===== src/rtl/motor_drive_controller.sv =====
// Two-wheel drive controller: decodes the 4-bit steering command, ramps each wheel's duty,
// and drives PWM into the H-bridge pairs with a coast interval around every rotation reversal.
module motor_drive_controller #(
  parameter int CNT_W      = 10,
  parameter int PWM_PERIOD = 1000,
  parameter int DUTY_FULL  = 900,
  parameter int DUTY_VEER  = 600,
  parameter int DUTY_HARD  = 300,
  parameter int RAMP_STEP  = 50,
  parameter int DEADTIME   = 100
) (
  input  logic             clk,
  input  logic             rst,
  input  logic [3:0]       DIR,
  input  logic             Direction,
  output logic             left_in_a,
  output logic             left_in_b,
  output logic             right_in_a,
  output logic             right_in_b,
  output logic [CNT_W-1:0] left_duty,
  output logic [CNT_W-1:0] right_duty,
  output logic             moving
);

  typedef enum logic [1:0] {RUN, RAMP_DOWN, DEAD} wheel_state_t;

  localparam int DW = $clog2(DEADTIME + 1);
  localparam logic [CNT_W-1:0] LAST = CNT_W'(PWM_PERIOD - 1);
  localparam logic [CNT_W-1:0] STEP = CNT_W'(RAMP_STEP);
  localparam logic [CNT_W-1:0] FULL = CNT_W'((DUTY_FULL > PWM_PERIOD) ? PWM_PERIOD : DUTY_FULL);
  localparam logic [CNT_W-1:0] VEER = CNT_W'((DUTY_VEER > PWM_PERIOD) ? PWM_PERIOD : DUTY_VEER);
  localparam logic [CNT_W-1:0] HARD = CNT_W'((DUTY_HARD > PWM_PERIOD) ? PWM_PERIOD : DUTY_HARD);
  localparam logic [DW-1:0]    DEAD_LAST = DW'(DEADTIME - 1);

  logic [CNT_W-1:0] cnt;
  logic [3:0]       dir_q;
  logic             dirn_q;
  logic             wrap;
  logic             stop_now;
  logic [CNT_W-1:0] dec_duty [2];
  logic [1:0]       dec_rot;
  logic [1:0]       tgt_rot;
  logic [1:0]       req_rot;
  logic [1:0]       rot;
  logic [1:0]       pwm;
  logic [1:0]       br_a;
  logic [1:0]       br_b;
  wheel_state_t     state [2];
  logic [CNT_W-1:0] duty [2];
  logic [DW-1:0]    dcnt [2];

  function automatic logic [CNT_W-1:0] ramp(input logic [CNT_W-1:0] cur,
                                            input logic [CNT_W-1:0] tgt);
    logic [CNT_W-1:0] r;
    r = tgt;
    if (tgt > cur) begin
      if (tgt - cur > STEP) r = cur + STEP;
    end else if (cur - tgt > STEP) begin
      r = cur - STEP;
    end
    return r;
  endfunction

  assign wrap = (cnt == LAST);
  // Between wraps a wheel acts on the rotation latched at the last wrap; at a wrap it sees the fresh decode.
  assign req_rot = wrap ? dec_rot : tgt_rot;
  assign pwm = {(cnt < duty[1]), (cnt < duty[0])};

  always_comb begin
    dec_duty[0] = '0;
    dec_duty[1] = '0;
    dec_rot     = {dirn_q, dirn_q};
    stop_now    = 1'b0;
    case (dir_q)
      4'b0000: begin dec_duty[0] = FULL; dec_duty[1] = FULL; end
      4'b1001: begin dec_duty[0] = FULL; dec_duty[1] = VEER; end
      4'b1010: begin dec_duty[0] = FULL; dec_duty[1] = HARD; end
      4'b1011: begin dec_duty[0] = FULL; dec_duty[1] = FULL; dec_rot[1] = ~dirn_q; end
      4'b0101: begin dec_duty[0] = VEER; dec_duty[1] = FULL; end
      4'b0110: begin dec_duty[0] = HARD; dec_duty[1] = FULL; end
      4'b0111: begin dec_duty[0] = FULL; dec_duty[1] = FULL; dec_rot[0] = ~dirn_q; end
      default: stop_now = 1'b1;
    endcase
  end

  always_ff @(posedge clk or posedge rst) begin
    if (rst) begin
      cnt     <= '0;
      dir_q   <= 4'b1111;
      dirn_q  <= 1'b1;
      moving  <= 1'b0;
      tgt_rot <= 2'b11;
      rot     <= 2'b11;
      br_a    <= 2'b00;
      br_b    <= 2'b00;
      for (int w = 0; w < 2; w++) begin
        state[w] <= RUN;
        duty[w]  <= '0;
        dcnt[w]  <= '0;
      end
    end else begin
      cnt    <= wrap ? '0 : cnt + 1'b1;
      dir_q  <= DIR;
      dirn_q <= Direction;
      moving <= (duty[0] != '0) || (duty[1] != '0);
      if (wrap) tgt_rot <= dec_rot;
      for (int w = 0; w < 2; w++) begin
        case (state[w])
          RUN: begin
            if (stop_now) begin
              duty[w] <= '0;
            end else if (req_rot[w] != rot[w]) begin
              if (duty[w] != '0) begin
                state[w] <= RAMP_DOWN;
                if (wrap) duty[w] <= ramp(duty[w], '0);
              end else begin
                state[w] <= DEAD;
                dcnt[w]  <= '0;
              end
            end else if (wrap) begin
              duty[w] <= ramp(duty[w], dec_duty[w]);
            end
          end
          RAMP_DOWN: begin
            if (req_rot[w] == rot[w] && !stop_now) begin
              state[w] <= RUN;
              if (wrap) duty[w] <= ramp(duty[w], dec_duty[w]);
            end else if (duty[w] == '0) begin
              state[w] <= DEAD;
              dcnt[w]  <= '0;
            end else if (stop_now) begin
              duty[w] <= '0;
            end else if (wrap) begin
              duty[w] <= ramp(duty[w], '0);
            end
          end
          DEAD: begin
            if (dcnt[w] == DEAD_LAST) begin
              rot[w]   <= req_rot[w];
              state[w] <= RUN;
            end else begin
              dcnt[w] <= dcnt[w] + 1'b1;
            end
          end
          default: state[w] <= RUN;
        endcase
        // Brake only with zero duty so both low-side and high-side are never driven under load.
        if (state[w] == DEAD) begin
          br_a[w] <= 1'b0;
          br_b[w] <= 1'b0;
        end else if (state[w] == RUN && stop_now && duty[w] == '0) begin
          br_a[w] <= 1'b1;
          br_b[w] <= 1'b1;
        end else begin
          br_a[w] <= rot[w] & pwm[w];
          br_b[w] <= ~rot[w] & pwm[w];
        end
      end
    end
  end

  assign left_in_a  = br_a[0];
  assign left_in_b  = br_b[0];
  assign right_in_a = br_a[1];
  assign right_in_b = br_b[1];
  assign left_duty  = duty[0];
  assign right_duty = duty[1];

endmodule

===== config.mk =====
export PLATFORM = sky130hd
export DESIGN_NAME = motor_drive_controller
export DESIGN_NICKNAME = d
export VERILOG_FILES = /design/src/rtl/motor_drive_controller.sv
export SDC_FILE = /design/constraint.sdc
export NUM_CORES = 1
export LEC_CHECK = 0
export ABC_AREA = 1
export BUFFER_PORTS_ARGS = -buffer_cell sky130_fd_sc_hd__buf_2
export CORE_MARGIN = 8
export CORE_UTILIZATION = 50
export CTS_BUF_LIST = sky130_fd_sc_hd__clkbuf_8
export CTS_CLUSTER_DIAMETER = 30
export CTS_CLUSTER_SIZE = 40
export DETAILED_ROUTE_END_ITERATION = 8
export HOLD_SLACK_MARGIN = 0.03
export PLACE_DENSITY = 0.67
export SYNTH_ARGS = -nofsm -noshare
export SYNTH_HDL_FRONTEND = slang
export SYNTH_SLANG_ARGS = --single-unit

===== constraint.sdc =====
create_clock -name clk -period 4 [get_ports clk]
set_clock_uncertainty 0.05 [all_clocks]
set_input_delay 0.2 -clock clk [delete_from_list [all_inputs] [get_ports clk]]
set_output_delay 0.2 -clock clk [all_outputs]
set_load 0.01 [all_outputs]

Word-level counts from Yosys, hierarchy flattened
Index checks and enable logic that the tools add are counted.
{"block": "word_totals", "reg_bits": 62, "inputBits": 7, "out_inout_bits": 25, "word_cells": 186}
{"block": "classes", "addsub": 13, "order_cmp": 14, "eq_ne": 37, "mux": 72, "bitwise_logic": 7, "n_reduce_logical": 28}
{"operator": "$mux 10", "n": 29}
{"operator": "$pmux 20 s5", "n": 1}
{"operator": "$mux 7", "n": 12}
{"operator": "$gt 10x6->1 const B", "n": 8}
{"operator": "$pmux 7 s3", "n": 2}
{"operator": "$pmux 10 s2", "n": 2}
{"operator": "$sub 10x10->10", "n": 4}
{"operator": "$ne 2x2->1 const B", "n": 14}
{"operator": "$mux 2", "n": 13}
{"operator": "$add 10x6->10 const B", "n": 2}
{"operator": "$gt 1x10->1 const A", "n": 2}
{"operator": "$gt 10x10->1", "n": 2}
{"operator": "$logic_not 10->1", "n": 2}
{"operator": "$lt 10x10->1", "n": 2}
{"operator": "$reduce_bool 10->1", "n": 2}
{"operator": "$sub 1x10->10 const A", "n": 2}
{"operator": "$sub 10x6->10 const B", "n": 2}
{"operator": "$add 7x1->7 const B", "n": 2}
{"operator": "$eq 7x7->1 const B", "n": 2}
{"operator": "$reduce_and 7->1", "n": 2}
{"operator": "$eq 4x3->1 const B", "n": 3}
{"operator": "$eq 4x4->1 const B", "n": 3}
{"operator": "$ne 3x3->1 const B", "n": 4}
{"operator": "$pmux 2 s3", "n": 2}
{"operator": "21 further kinds", "n": 52}

Longest topological paths before layout
Gate-level depths: netlist (run 1).
{"block": "logic_depth", "ltp_word": 11, "mapped_depth": 27, "mapped_depth_nobuf": 27}

Worst setup path before layout (run 1)
No wires, ideal clock.
{"block": "synth_timing", "path_type": "register to register", "startpoint": "register dir_q[2]", "endpoint": "register duty (netlist bit left_duty[0])", "setup_ps": 116, "t_arrival_ps": 3302, "required_time_ps": 3834, "slack_ps": 532, "path_stages_with_launch": 25, "path_buffers": 0, "synth_period_minus_slack_ps": 3468, "cell_sequence": "dfstp_2 -> inv_1 -> nand2_1 -> inv_1 -> nand2_1 -> nand2_1 -> nor2_1 -> inv_1 -> nor2_1 -> inv_1 -> ha_1 -> fa_1 -> nand2_1 -> nor2_1 -> nor2_1 -> nand3_1 -> nand2_1 -> nor2_1 -> nand3_2 -> nand2_1 -> nand2_1 -> o21ai_1 -> nand2_1 -> nand2_1 -> nand2_1"}
{"block": "synth_via", "elab_chain_len": 11, "word_cells_on_any_way": 33, "cone_classes": "add/sub (2); order compare (3); eq/ne (10); mux (13); reduce/logical (5)"}
{"item": "from (decl)", "line": "36", "rtl": "logic [3:0] dir_q;"}
{"item": "from (signal assigned)", "line": "89", "rtl": "dir_q <= 4'b1111;"}
{"item": "from (signal assigned)", "line": "103", "rtl": "dir_q <= DIR;"}
{"item": "$eq 4x4->1, or another cell as far along", "line": "74", "rtl": "case (dir_q)"}
{"item": "$reduce_or 3->1 (no line)"}
{"item": "$pmux 20 s5", "line": "74"}
{"item": "$sub 10x10->10 (on tied branches)", "line": "58, 57"}
{"item": "$gt 10x6->1 (on tied branches)", "line": "58, 57"}
{"item": "$mux 10 (on tied branches)", "line": "58, 57"}
{"item": "$mux 10", "line": "56", "rtl": "if (tgt > cur) begin"}
{"item": "$mux 10", "line": "120", "rtl": "end else if (wrap) begin"}
{"item": "$mux 10", "line": "112", "rtl": "end else if (req_rot[w] != rot[w]) begin"}
{"item": "$mux 10", "line": "110", "rtl": "if (stop_now) begin"}
{"item": "$pmux 10 s2", "line": "108", "rtl": "case (state[w])"}
{"item": "to (signal, indexed assignment)", "line": "115", "rtl": "if (wrap) duty[w] <= ramp(duty[w], '0);"}
{"item": "to (signal, indexed assignment)", "line": "121", "rtl": "duty[w] <= ramp(duty[w], dec_duty[w]);"}
{"item": "to (signal, indexed assignment)", "line": "127", "rtl": "if (wrap) duty[w] <= ramp(duty[w], dec_duty[w]);"}
{"item": "to (decl)", "line": "49", "rtl": "logic [CNT_W-1:0] duty [2];"}
Several ways; a longest one is shown, not always the timed one. The select of a mux whose other input is x is not followed.
A chain may end at the register's enable or synchronous reset.

Worst setup path after layout (run 1)
{"block": "layout_timing", "startpoint": "register dir_q[3]", "endpoint": "register duty (netlist bit right_duty[4])"}
Same word-level chain as after synthesis.

==> results of run 1 <==
-- stage by stage --
step	instances	hold WS [ns]	util [%]	TNS [ns]
2_1_floorplan	1098	0.154	-	0
3_3_place_gp	1315	0.260	53.7	0
3_5_place_dp	1315	0.257	53.7	0
4_1_cts	1337	0.423	55.6	0
5_1_grt	1342	0.447	56.1	-0.0202
6_report	1342	0.447	56.1	0
-- area by class of cell --
cell class	count	share of cell area (%)
clock buffers	10	1.79
clock inverters	6	0.796
inverters	161	7.85
multi-input cells	866	61.6
flip-flops and latches	62	20.3
well taps	180	2.92
repair buffers	57	4.74
-- state kept, by name, indices dropped and copies added (netlist names) --
signal,flops
moving,1
right_duty,10
cnt,10
dirn_q,1
rot,2
dcnt,14
state,4
left_duty,10
dir_q,4
br_b,2
tgt_rot,2
br_a,2
-- worst paths after layout --
path	start	endpoint	slack [ns]	depth (start not counted)
worst max-delay path	dir_q[3]	right_duty[4]	0.25	26
worst min-delay path	DIR[2]	dir_q[2]	0.45	2
min in group asynchronous	rst	dcnt[12]	0.49	3
max in group asynchronous	rst	tgt_rot[1]	2.51	4
worst min register to register	dcnt[8]	dcnt[8]	0.47	2
worst max register to register	dir_q[3]	right_duty[4]	0.25	26
-- synth_stat cells, types with 9 or more instances --
cell type    n
ha_1        64
xor2_1      32
nor2_1     104
nand2_1    325
dfstp_2      9
nand4_1     31
o21ai_0     33
nand3_1    109
dfrtp_1     53
nand2_2     12
inv_1      151
a21oi_1     79
-- layout by cell type, fill, tap and decap left out, types with 9 or more instances in the layout --
master    count
nand2_1     324
inv_1       151
nand3_1     110
nor2_1       99
a21oi_1      79
ha_1         63
dfrtp_1      53
o21ai_0      33
xor2_1       32
nand4_1      31
buf_2        31
buf_4        20
nand2_2      12
clkbuf_8     10
dfstp_2       9
-- per-layer routing --
metal	global-route usage (%)	vias to the layer above
li1	-	3669
met1	30.6	3291
met2	36.9	247
met3	3.16	41
met4	7.74	0
met5	0	-
-- worst max-delay path: cells and delay by family, from the launching register on --
| family | cells | cell delay (ns) |
|---|---|---|
| flops | 1 | 0.53 |
| buf+inv | 5 | 0.45 |
| simple gates | 18 | 1.80 |
| compound gates | 1 | 0.20 |
| fa+ha+maj | 2 | 0.62 |
-- repair_timing --
| item | in CTS | in global routing |
|---|---|---|
| hold endpoints to repair | 34 | 0 |
| resized for setup | 0 | 11 |
| setup buffers | 0 | 3 |
| hold buffers | 6 | 0 |
| setup endpoints to repair | 0 | 20 |
-- cell families (layout without fill, tap and decap cells) --
kind of cell	Yosys count	in the layout	share of synthesized area [%]
AOI/OAI and AO/OA	145	145	11.8
xor gates and xnor gates	34	34	4.30
adders and majority gates	66	66	12.1
buffers and inverters	172	234	9.68
DFF	62	62	22.5
and+or+nand+nor	619	621	39.5
-- power breakdown --
group	total [mW]	internal, mW	switching, mW	leakage (nW)
logic	0.537	0.179	0.358	3.40
clock network	0.580	0.304	0.276	0.108
registers	0.639	0.636	0.00276	0.808
total	1.76	1.12	0.637	4.31
==> impl_results.md, run 1 <==
* Hold Fails Final Rpt at 0
* Final setup violation count at 0
* CP max FO at 5
* #FFs+latches synth at 62
* Worst path required time at 4.21 ns
* Crit path DAT at 3.96 ns
* Met2 WL post-DR at 9050 um
* Die Area at 17900 um^2
* Placeable Area at 13700 um^2
* Final setup margin at 0.248 ns
* Chip Height at 134 um
* Top cells by area, synth: dfrtp_1 19%, nand2_1 18%, ha_1 12%
* Port Buf Inserts at 31
* Total Power at 1.76 mW
* Grt ovf at 0
* Max IR drop VDD at 180 uV
* Antenna-violating nets left at 0
* Layout area overhead at 11.1%
* Final design instance area without fill at 7700 um^2
* Worst-Margin Slew at 0.819 ns
* Final period utilization at 93.8%
* Max-cap violations at 0
* Root Driver: clkbuf_8
* # rows at 43
* Post-Route M1 WL at 9730 um
* Worst setup EP type: flip-flop
* PwrDens at 228 nW/um^2
* Clock sink count at 62
* Largest net degree at the start of global routing at 38
* Ratio of cells with drive above 1 in the final layout at 11.4%
* Total number of vias at 7248
* Post-synth EDFFs at 0
* Cell leakage power at 4.31 nW
* Top cell type by total area after synthesis: dfrtp_1
* CTS Buffer Depth at 2
* Multi-input gate area at 4750 um^2
* Avg Cell Area, Syn at 6.31 um^2
* Netlist cell types at 48
* Synthesized Nets at 1171
* Synth Cell Area at 6930 um^2
* Antenna violations before repair at 0
* Top layer in use: met4
* Reg clk slew, reported paths at 0.07 ns
* Dpl cell area at 7370 um^2
* Num CTS Buffers at 9
* Slowest stage delay, CP at 0.53 ns
* Remaining design rule violation count at 0
* Number of global-route vias before repair at 6779
* Unrepaired setup endpoints after global routing: true
* First-pass GRT wire length at 33500 um
* # fillers at 1373
* Horiz. Die Dim at 134 um
* H-tree depth at 3
* IO Pins at 32
* Relative slew slack at 45.3%
* Worst Hold Class: primary input to flip-flop
* Initial drt markers at 595
* Storage element area at 1560 um^2
* Place WS at 0.134 ns
* Startpoint types: flip-flop
* Peak Freq at 0.267 GHz
* Final-stage net count at 1230
* DRT Pass-1 Iters at 7
* Async set-reset flop share out of synthesis at 100%
* Drt via density at 5.40
* Ant diodes at 0
* HPWL after detailed placement at 15700 um
* Warnings, synthesis at 0
* Most used cell, CP: nand2_1
* Fin crit period at 3.75 ns
* Wirelength per Cell at 15.2 um
* Slew Limit Fails at 0
* Synth Flop Type: dfrtp_1
* Critical path's slowest cell: dfstp_2
* Met3 wire len at 1210 um
* Routed WL at 20400 um
* Clk_lat worst skew at 0.36 ns
* Tot GR Track Use at 22.9%
* CTS tree: yes
* Synth Instances at 1098
* Register area share after synthesis at 22.5%
* Initial Util at 50.5%
* Outcome: finished clean
* Kind of critical path: flip-flop to flip-flop
* Routability cong. at 0.955
* Share of the synthesized area in the top cell type at 19.1%
Note: power is estimated with default switching activity, not from simulation.
==> run 2, diff against run 1 <==
--- a/config.mk
+++ b/config.mk
@@ -13,8 +13,9 @@
 export CTS_CLUSTER_DIAMETER = 30
 export CTS_CLUSTER_SIZE = 40
 export DETAILED_ROUTE_END_ITERATION = 8
+export GPL_TIMING_DRIVEN = 0
 export HOLD_SLACK_MARGIN = 0.03
-export PLACE_DENSITY = 0.67
+export PLACE_DENSITY = 0.7
 export SYNTH_ARGS = -nofsm -noshare
 export SYNTH_HDL_FRONTEND = slang
 export SYNTH_SLANG_ARGS = --single-unit
==> constraint.sdc (replaced) <==
create_clock -name clk -period 3 [get_ports clk]
set_clock_uncertainty 0.05 [all_clocks]
set_input_delay 0.15 -clock clk [delete_from_list [all_inputs] [get_ports clk]]
set_output_delay 0.15 -clock clk [all_outputs]
set_load 0.01 [all_outputs]
==> run 2 against run 1 <==
Compared with the run above: the flow now finishes with violations (negative setup slack); critical path type unchanged; wire length up 2.9%; sequential cell count unchanged; worst setup slack got worse by 0.76 ns; critical endpoint is now left_duty[2]; combinational power increased by 63%.
==> impl_results.md, run 2 (synthesis results as in run 1) <==
* Final period utilization at 117%
* Placeable Area at 13700 um^2
* Number of global-route vias before repair at 7020
* Critical path's slowest cell: dfstp_2
* Grt ovf at 0
* Routability cong. at 0.963
* Antenna violations before repair at 0
* Commonest non-fill, non-tap cell in the layout: nand2_1
* First-pass GRT wire length at 34600 um
* Relative slew slack at 17.2%
* Peak Freq at 0.284 GHz
* HPWL after detailed placement at 15300 um
* Unrepaired setup endpoints after global routing: true
* CTS Buffer Depth at 2
* Place WS at -0.696 ns
* Initial Util at 50.5%
* Hold Fails Final Rpt at 0
* Max-cap violations at 0
* Kind of critical path: flip-flop to flip-flop
* Most frequent cells in the layout: 290 x nand2_1, 135 x inv_1, 100 x nand3_1
* Crit path DAT at 3.73 ns
* Worst setup EP type: flip-flop
* Remaining design rule violation count at 0
* Largest register FFs at 14
* Ant diodes at 0
* Wirelength per Cell at 15.5 um
* Fin crit period at 3.52 ns
* Num CTS Buffers at 9
* Hold WS at 0.372 ns
* Outcome: complete, but fails checks
* PwrDens at 293 nW/um^2
* Worst path cell trace: inv_2, nand2_4, nor2_4, nor2_2, nand2_2, nor2_4, inv_2, nor2_4, inv_4, ha_4, fa_2, nand2_1, nor2_1, nor2_1, nand3_1, nand2_2, nor2_4, nand4_1, nand3_1, nand2_1, inv_1, nand2_1, nand2_1, a21oi_2
* Clk_lat worst skew at 0.38 ns
* FF-to-FF path depth at 24
* H-tree depth at 3
* Ratio of cells with drive above 1 in the final layout at 20.0%
* Final setup violation count at 20
* Initial drt markers at 596
* Drt via density at 5.48
* CP max FO at 7
* Dpl cell area at 7460 um^2
* Combinational share of power at 36.2%
* Reg clk slew, reported paths at 0.08 ns
* Clock Power Share at 28.6%
* Biggest register: dcnt
* Slowest stage delay, CP at 0.55 ns
* Worst Hold Class: primary input to flip-flop
* Sw frac at 39.8%
* Tot GR Track Use at 23.7%
* Worst-Margin Slew at 1.23 ns
* Final-stage net count at 1248
* Final setup margin at -0.516 ns
* DRT Pass-1 Iters at 5
* Antenna-violating nets left at 0
* Final design instance area without fill at 8270 um^2
* Port Buf Inserts at 31
* Switching power at 964 uW
* CTS tree: yes
* Total number of vias at 7448
* Chip Height at 134 um
* Horiz. Die Dim at 134 um
* Routed WL at 21000 um
* Failing checks: negative setup slack
* Root Driver: clkbuf_8
* P_int at 1.46 mW
* Seq pwr share at 35.2%
* Max IR drop VDD at 289 uV
* Hold depth at 2
* Layout area overhead at 19.2%
* Slew Limit Fails at 0
* IO Pins at 32
* Startpoint types: flip-flop
* Final TNS setup at -7.91 ns
* Final core utilization at 60.2%
* Largest net degree at the start of global routing at 37
* Die Area at 17900 um^2
* # rows at 43
* Clock sink count at 62
* Worst path required time at 3.21 ns
* Cell leakage power at 4.45 nW
## run 2: cell count changes in the layout (fill, tap and decap cells not counted), sizes merged
| cell | change |
|---|---|
| inv | -1 |
| bufinv | -1 |
| buf | +13 |
| clkinvlp | +3 |
| clkbuf | +4 |
## run 2: layout make-up
type | count | area [um^2]
Clock inverter | 7 | 50.0
Buffer | 11 | 66.3
Fill cell | 1288 | 5450
Timing Repair Buffer | 64 | 443
Sequential cell | 62 | 1560
Inverter | 161 | 613
Tap cell | 180 | 225
Clock buffer | 9 | 124
Multi-Input combinational cell | 866 | 5180
## run 2: critical path: cells and delay by family, from the launching register on
family / cells / cell delay [ns]
simple gates: 17 / 1.79
fa+ha+maj: 2 / 0.68
flops: 1 / 0.55
buf+inv: 4 / 0.27
compound gates: 1 / 0.05
## run 2: power groups by stage
stage / sequential [mW] / combinational, mW / clock [mW]
3_5_place_dp: 0.868 / 0.670 / 0
2_1_floorplan: 0.871 / 0.520 / 0
5_1_grt: 0.853 / 0.965 / 0.740
3_3_place_gp: 0.868 / 0.662 / 0
6_report: 0.853 / 0.877 / 0.691
4_1_cts: 0.853 / 0.784 / 0.705
## run 2: per-stage QoR
step	std cells	power, mW
after floorplan	1098	1.39
after global placement	1309	1.53
after detailed placement	1310	1.54
after CTS	1351	2.34
after global routing	1360	2.56
final	1360	2.42
## run 2: worst paths after layout
kind | slack, ns | from | endpoint
max | -0.52 | dir_q[3] | left_duty[2]
min | 0.37 | DIR[3] | dir_q[3]
min in group asynchronous | 0.43 | rst | cnt[3]
min reg2reg | 0.47 | dcnt[8] | dcnt[8]
max reg2reg | -0.52 | dir_q[3] | left_duty[2]
max in group asynchronous | 1.78 | rst | rot[1]
## run 2: per-layer routing
| layer | routed length, um | GRT usage (%) | vias to the layer above |
|---|---|---|---|
| li1 | - | - | 3718 |
| met1 | 9540 | 31.6 | 3418 |
| met2 | 9610 | 37.8 | 266 |
| met3 | 1330 | 3.88 | 46 |
| met4 | 553 | 8.55 | 0 |
| met5 | 0 | 0 | - |
## run 2: timing repair
action | 4_1_cts | 5_1_grt
buffers inserted | 17 | 9
resized for setup | 50 | 45
pin swaps | 39 | 36
hold buffers | 6 | 0
gates cloned | 2 | 0
endpoints found under the hold margin | 34 | 0
setup endpoints to repair | 20 | 28
